--- src/rtl/count8_ctrl.sv ---
//-----------------------------------------------------------------------------
// count8_ctrl
//
// Programmable up/down counter with an IDLE/RUN/DONE control FSM, a parallel
// load, a one-cycle terminal-count pulse and a sticky overflow flag.
//
// Optional build macro:
//   CNT_SATURATE_EN - when defined, the counter saturates at 0 / 2^WIDTH-1
//                     instead of wrapping. OVF still flags the attempted wrap.
//                     TC fires only when the value really changes to TC_VAL.
//
// Ports:
//   CLK      in   rising-edge clock
//   RESET    in   asynchronous active-low reset (deassertion already
//                 synchronised to CLK upstream)
//   START    in   begin (from DONE: restart at INIT_VAL) or resume counting
//   STOP     in   halt and return to IDLE, COUNT held
//   LOAD     in   parallel load of LOAD_VAL, clears OVF
//   LOAD_VAL in   [WIDTH] value for LOAD
//   UP_DN    in   1 = increment, 0 = decrement
//   EN       in   per-cycle count enable, used only in RUN
//   TC_VAL   in   [WIDTH] terminal-count compare value
//   COUNT    out  [WIDTH] registered counter value
//   TC       out  registered one-cycle terminal-count pulse
//   RUNNING  out  high while in RUN
//   OVF      out  sticky wrap/overflow flag
//
// Event priority at each edge: STOP > LOAD > START > count step.
// START only acts from IDLE or DONE; asserted while already in RUN it has no
// effect, so the normal count step still happens.
//-----------------------------------------------------------------------------
module count8_ctrl #(
    parameter int               WIDTH    = 8,
    parameter logic [WIDTH-1:0] INIT_VAL = '0
) (
    input  logic             CLK,
    input  logic             RESET,
    input  logic             START,
    input  logic             STOP,
    input  logic             LOAD,
    input  logic [WIDTH-1:0] LOAD_VAL,
    input  logic             UP_DN,
    input  logic             EN,
    input  logic [WIDTH-1:0] TC_VAL,
    output logic [WIDTH-1:0] COUNT,
    output logic             TC,
    output logic             RUNNING,
    output logic             OVF
);

    typedef enum logic [1:0] {
        ST_IDLE = 2'd0,
        ST_RUN  = 2'd1,
        ST_DONE = 2'd2
    } state_t;

    localparam logic [WIDTH-1:0] MAX_VAL = '1;

    state_t           state_reg, state_next;
    logic [WIDTH-1:0] count_reg, count_next;
    logic             tc_reg, tc_next;
    logic             ovf_reg, ovf_next;

    logic [WIDTH-1:0] step_val;   // value after one step in the current direction
    logic             at_limit;   // this step would cross the 0 / max boundary
    logic             step_hit;   // this step lands on TC_VAL

    //-------------------------------------------------------------------------
    // Step arithmetic
    //-------------------------------------------------------------------------
    always_comb begin
        at_limit = UP_DN ? (count_reg == MAX_VAL) : (count_reg == '0);
        step_val = UP_DN ? (count_reg + WIDTH'(1)) : (count_reg - WIDTH'(1));
`ifdef CNT_SATURATE_EN
        // Saturated step leaves the value alone, so it can never newly reach
        // TC_VAL at the boundary.
        if (at_limit) begin
            step_val = count_reg;
        end
        step_hit = !at_limit && (step_val == TC_VAL);
`else
        step_hit = (step_val == TC_VAL);
`endif
    end

    //-------------------------------------------------------------------------
    // FSM: state register
    //-------------------------------------------------------------------------
    always_ff @(posedge CLK or negedge RESET) begin
        if (!RESET) begin
            state_reg <= ST_IDLE;
        end else begin
            state_reg <= state_next;
        end
    end

    //-------------------------------------------------------------------------
    // FSM: next-state logic
    //-------------------------------------------------------------------------
    always_comb begin
        state_next = state_reg;
        if (STOP) begin
            state_next = ST_IDLE;
        end else if (!LOAD) begin
            if (START && (state_reg != ST_RUN)) begin
                state_next = ST_RUN;
            end else if ((state_reg == ST_RUN) && EN && step_hit) begin
                state_next = ST_DONE;
            end
        end
        // Unused encoding recovers to IDLE.
        if (!(state_reg inside {ST_IDLE, ST_RUN, ST_DONE})) begin
            state_next = ST_IDLE;
        end
    end

    //-------------------------------------------------------------------------
    // FSM: output decode
    //-------------------------------------------------------------------------
    always_comb begin
        RUNNING = (state_reg == ST_RUN);
    end

    //-------------------------------------------------------------------------
    // Datapath next values
    //-------------------------------------------------------------------------
    always_comb begin
        count_next = count_reg;
        tc_next    = 1'b0;          // TC is a pulse: cleared unless set below
        ovf_next   = ovf_reg;
        if (!STOP) begin
            if (LOAD) begin
                count_next = LOAD_VAL;
                ovf_next   = 1'b0;
            end else if (START && (state_reg != ST_RUN)) begin
                ovf_next = 1'b0;
                if (state_reg == ST_DONE) begin
                    count_next = INIT_VAL;
                end
            end else if ((state_reg == ST_RUN) && EN) begin
                count_next = step_val;
                tc_next    = step_hit;
                if (at_limit) begin
                    ovf_next = 1'b1;
                end
            end
        end
    end

    always_ff @(posedge CLK or negedge RESET) begin
        if (!RESET) begin
            count_reg <= INIT_VAL;
            tc_reg    <= 1'b0;
            ovf_reg   <= 1'b0;
        end else begin
            count_reg <= count_next;
            tc_reg    <= tc_next;
            ovf_reg   <= ovf_next;
        end
    end

    assign COUNT = count_reg;
    assign TC    = tc_reg;
    assign OVF   = ovf_reg;

endmodule

--- config.mk ---
export PLATFORM = sky130hd
export DESIGN_NAME = count8_ctrl
export DESIGN_NICKNAME = d
export VERILOG_FILES = /design/src/rtl/count8_ctrl.sv
export SDC_FILE = /design/constraint.sdc
export NUM_CORES = 1
export LEC_CHECK = 0
export CAP_MARGIN = 15
export CORE_ASPECT_RATIO = 1.75
export CORE_MARGIN = 4
export CORE_UTILIZATION = 44
export CTS_CLUSTER_SIZE = 14
export DETAILED_ROUTE_END_ITERATION = 7
export PLACE_DENSITY = 0.76
export SETUP_SLACK_MARGIN = 0.3
export SLEW_MARGIN = 20
export SYNTH_ARGS = -nofsm -noshare
export SYNTH_HDL_FRONTEND = slang
export SYNTH_SLANG_ARGS = --single-unit
--- constraint.sdc ---
create_clock -name CLK -period 2.34 [get_ports CLK]
set_input_delay 0.234 -clock CLK [delete_from_list [all_inputs] [get_ports CLK]]
set_output_delay 0.234 -clock CLK [all_outputs]
set_load 0.01 [all_outputs]
==> impl_metrics.toml <==
[grt]
grt_use_met1 = 0.253
grt_overflow = 0
antenna_found_initial = 0
grt_pass1_wl_um = 7620
met3_usage = 0.0318
grt_max_degree = 14
grt_busiest_layer = "met2"
grt_pass1_vias = 1620
grt.total_usage = 0.250
met2_usage = 0.484

[finish]
num-nets-final = 260
n_antenna_cell = 0
stdcell_area_um2 = 2190
area_growth_syn_to_layout_pct = 68.7
drive_gt1_frac = 0.358
largest_reg_flops = 8

[sta]
finalCriticalPeriod_ns = 2.14
slew_viol_final = 0
setup_violations = 0
slew-limit-headroom = 0.616
fin_worst_skew_ns = 0.00267
hold_viol = 0
setup_tns_ns = 0
fmax_mhz = 467
whs_ns = 0.357
worst_slew_pin_slew_ns = 0.574
min_period_over_period = 0.914
rsz0062_at_grt = "true"
setup_ws_ns = 0.201

[logic_synthesis]
syn_inst = 156
synthFlopType = "dfrtp_1"
synthArstFlopShare = 1.00
synth-seq-cells = 12
syn_area_um2 = 1300
ys_types = 48
synth_edf_count = 0
synth_area_per_cell_um2 = 8.33
seq_area_frac_synth = 0.231
ys.warnings.count = 0
synth_nets = 186

[setup_path]
r2r_cells = 9
end_kind = "flop"
path_class = "flop to flop"
r2r_slack_ns = 0.20
worstReg2RegStart = "COUNT[1]$_DFFE_PN0P_"
crit_arrival_ns = 2.32
r2r-end = "TC$_DFF_PN0_"
cp-start-kind = "flop"
crit_required_ns = 2.52
path_max_fanout = 4

[route]
wire_per_inst_um = 17.8
ant_nets = 0
firstDrtPassIters = 4
dr.first_iter.drc_count = 42
vias = 1547
wl_um = 4540
drcViolationCount = 0
viasPerCell = 6.04

[min_path]
hold_path_class = "input pin to asynchronous set/reset pin"

[place]
pre_cts_slack_ns = -0.529
gp_congestion = 0.968
dpl.hpwl_um = 3660
postPlaceCellArea_um2 = 1990
port_buffers = 33

[floorplan]
dieArea_um2 = 3920
die_y_um = 79.9
start_util = 0.467
coreArea_um2 = 2780
ios = 34
std_cell_rows = 25
die_x_um = 49.1

[cts]
clock_path_buffers = 2
clk_pin_slew_ns = 0.06
cts_made_buffers = 3
cts_tree = "built"
clkLatencyLatePin_ns = 0.25
cts.sinks = 12
cts-htree-levels = 1
postCtsHoldBufs = 0
cts_root_buffer = "clkbuf_8"

[pwr]
p_leak_nw = 0.919
peakVddDrop_mv = 0.417
p_per_area_nw_per_um2 = 705
finalPower_mw = 1.55

[flow_run]
drv_cap = 0

[run_status]
status = "complete, no violations"
==> final cells by class <==
type                            instances  area [um^2]
Clock buffer                            4         55.1
Fill cell                             199          591
Inverter                                7         32.5
Multi-Input combinational cell        130         1110
Sequential cell                        12          302
Tap cell                               27         33.8
Timing Repair Buffer                   76          659
==> critical path, cell delays in order (launching register included) <==
cell	delay, ns
dfrtp_2	0.45
inv_2	0.08
fa_2	0.23
nand2b_4	0.15
a21oi_4	0.06
or4_4	0.51
a32oi_1	0.19
nand4_1	0.16
buf_4	0.17
nor2_2	0.07
==> kinds of logic after synthesis <==
kind of cell / share of synthesized area
flops: 0.231
buf+inv: 0.0472
xor+xnor: 0.0953
compound gates: 0.302
simple gates: 0.243
fa+ha+maj: 0.0731
mux: 0.00770
==> cell usage in the layout (no fill, tap or decap), types with 3 or more instances in the layout <==
master	netlist	final
o21ai_0	10	6
nand2b_1	4	3
nand2_1	9	9
a31oi_1	4	4
nor4_1	4	3
xnor2_1	6	3
nand4_1	7	7
nor2_2	0	3
nand3b_1	3	3
clkdlybuf4s50_1	0	32
nor2_1	15	11
inv_1	7	4
buf_6	1	3
a211oi_1	6	4
o21ai_1	0	3
buf_4	0	40
nor3_1	4	4
clkbuf_8	0	4
ha_4	0	4
a21o_1	4	4
dfrtp_1	12	11
xor2_1	3	3
a21oi_1	10	9
==> timing repair <==
item | 4_1_cts | 5_1_grt
setup endpoints to repair | 7 | 5
gates resized for setup | 26 | 9
pin swaps | 9 | 6
setup buffers | 4 | 1
==> worst max-delay path by stage <==
stage,slack (ns),endpoint,depth (start not counted),startpoint
finish,0.20,TC$_DFF_PN0_,9,COUNT[1]$_DFFE_PN0P_
global route,0.12,TC$_DFF_PN0_,9,COUNT[1]$_DFFE_PN0P_
CTS,0.17,TC$_DFF_PN0_,9,COUNT[1]$_DFFE_PN0P_
detailed placement,-0.53,state_reg[1]$_DFFE_PN0P_,9,UP_DN
global placement,-0.46,TC$_DFF_PN0_,10,UP_DN
floorplan,0.20,state_reg[1]$_DFFE_PN0P_,9,COUNT[0]$_DFFE_PN0P_
==> where the power goes <==
| part | switching [mW] | internal (mW) |
|---|---|---|
| clock | 0.0822 | 0.149 |
| sequential | 0.0400 | 0.238 |
| combinational | 0.475 | 0.563 |
==> synthesized netlist by cell type (all sizes together) (3+ instances only) <==
master | count | share of area
xor2 | 3 | 0.020
dfrtp | 12 | 0.23
clkbuf | 6 | 0.018
nor2 | 15 | 0.043
xnor2 | 6 | 0.040
a21oi | 10 | 0.039
o21ai | 11 | 0.045
nand2 | 9 | 0.026
nor3 | 4 | 0.015
a211oi | 7 | 0.050
a21o | 4 | 0.023
a31oi | 4 | 0.019
nand2b | 4 | 0.019
nor4 | 4 | 0.019
ha | 6 | 0.058
nand3b | 3 | 0.017
nand4 | 7 | 0.034
inv | 7 | 0.020
==> per-layer routing <==
layer  wire (um)  share of wire
met1        1630           0.36
met2        2570           0.56
met3         153          0.034
met4         189          0.042
met5           0              0
==> through the flow <==
stage,instances,utilization
5_1_grt,256,0.788
3_5_place_dp,247,0.714
4_1_cts,255,0.776
3_3_place_gp,247,0.714
6_report,256,0.788
2_1_floorplan,156,-
Note: power is estimated with default switching activity, not from simulation.
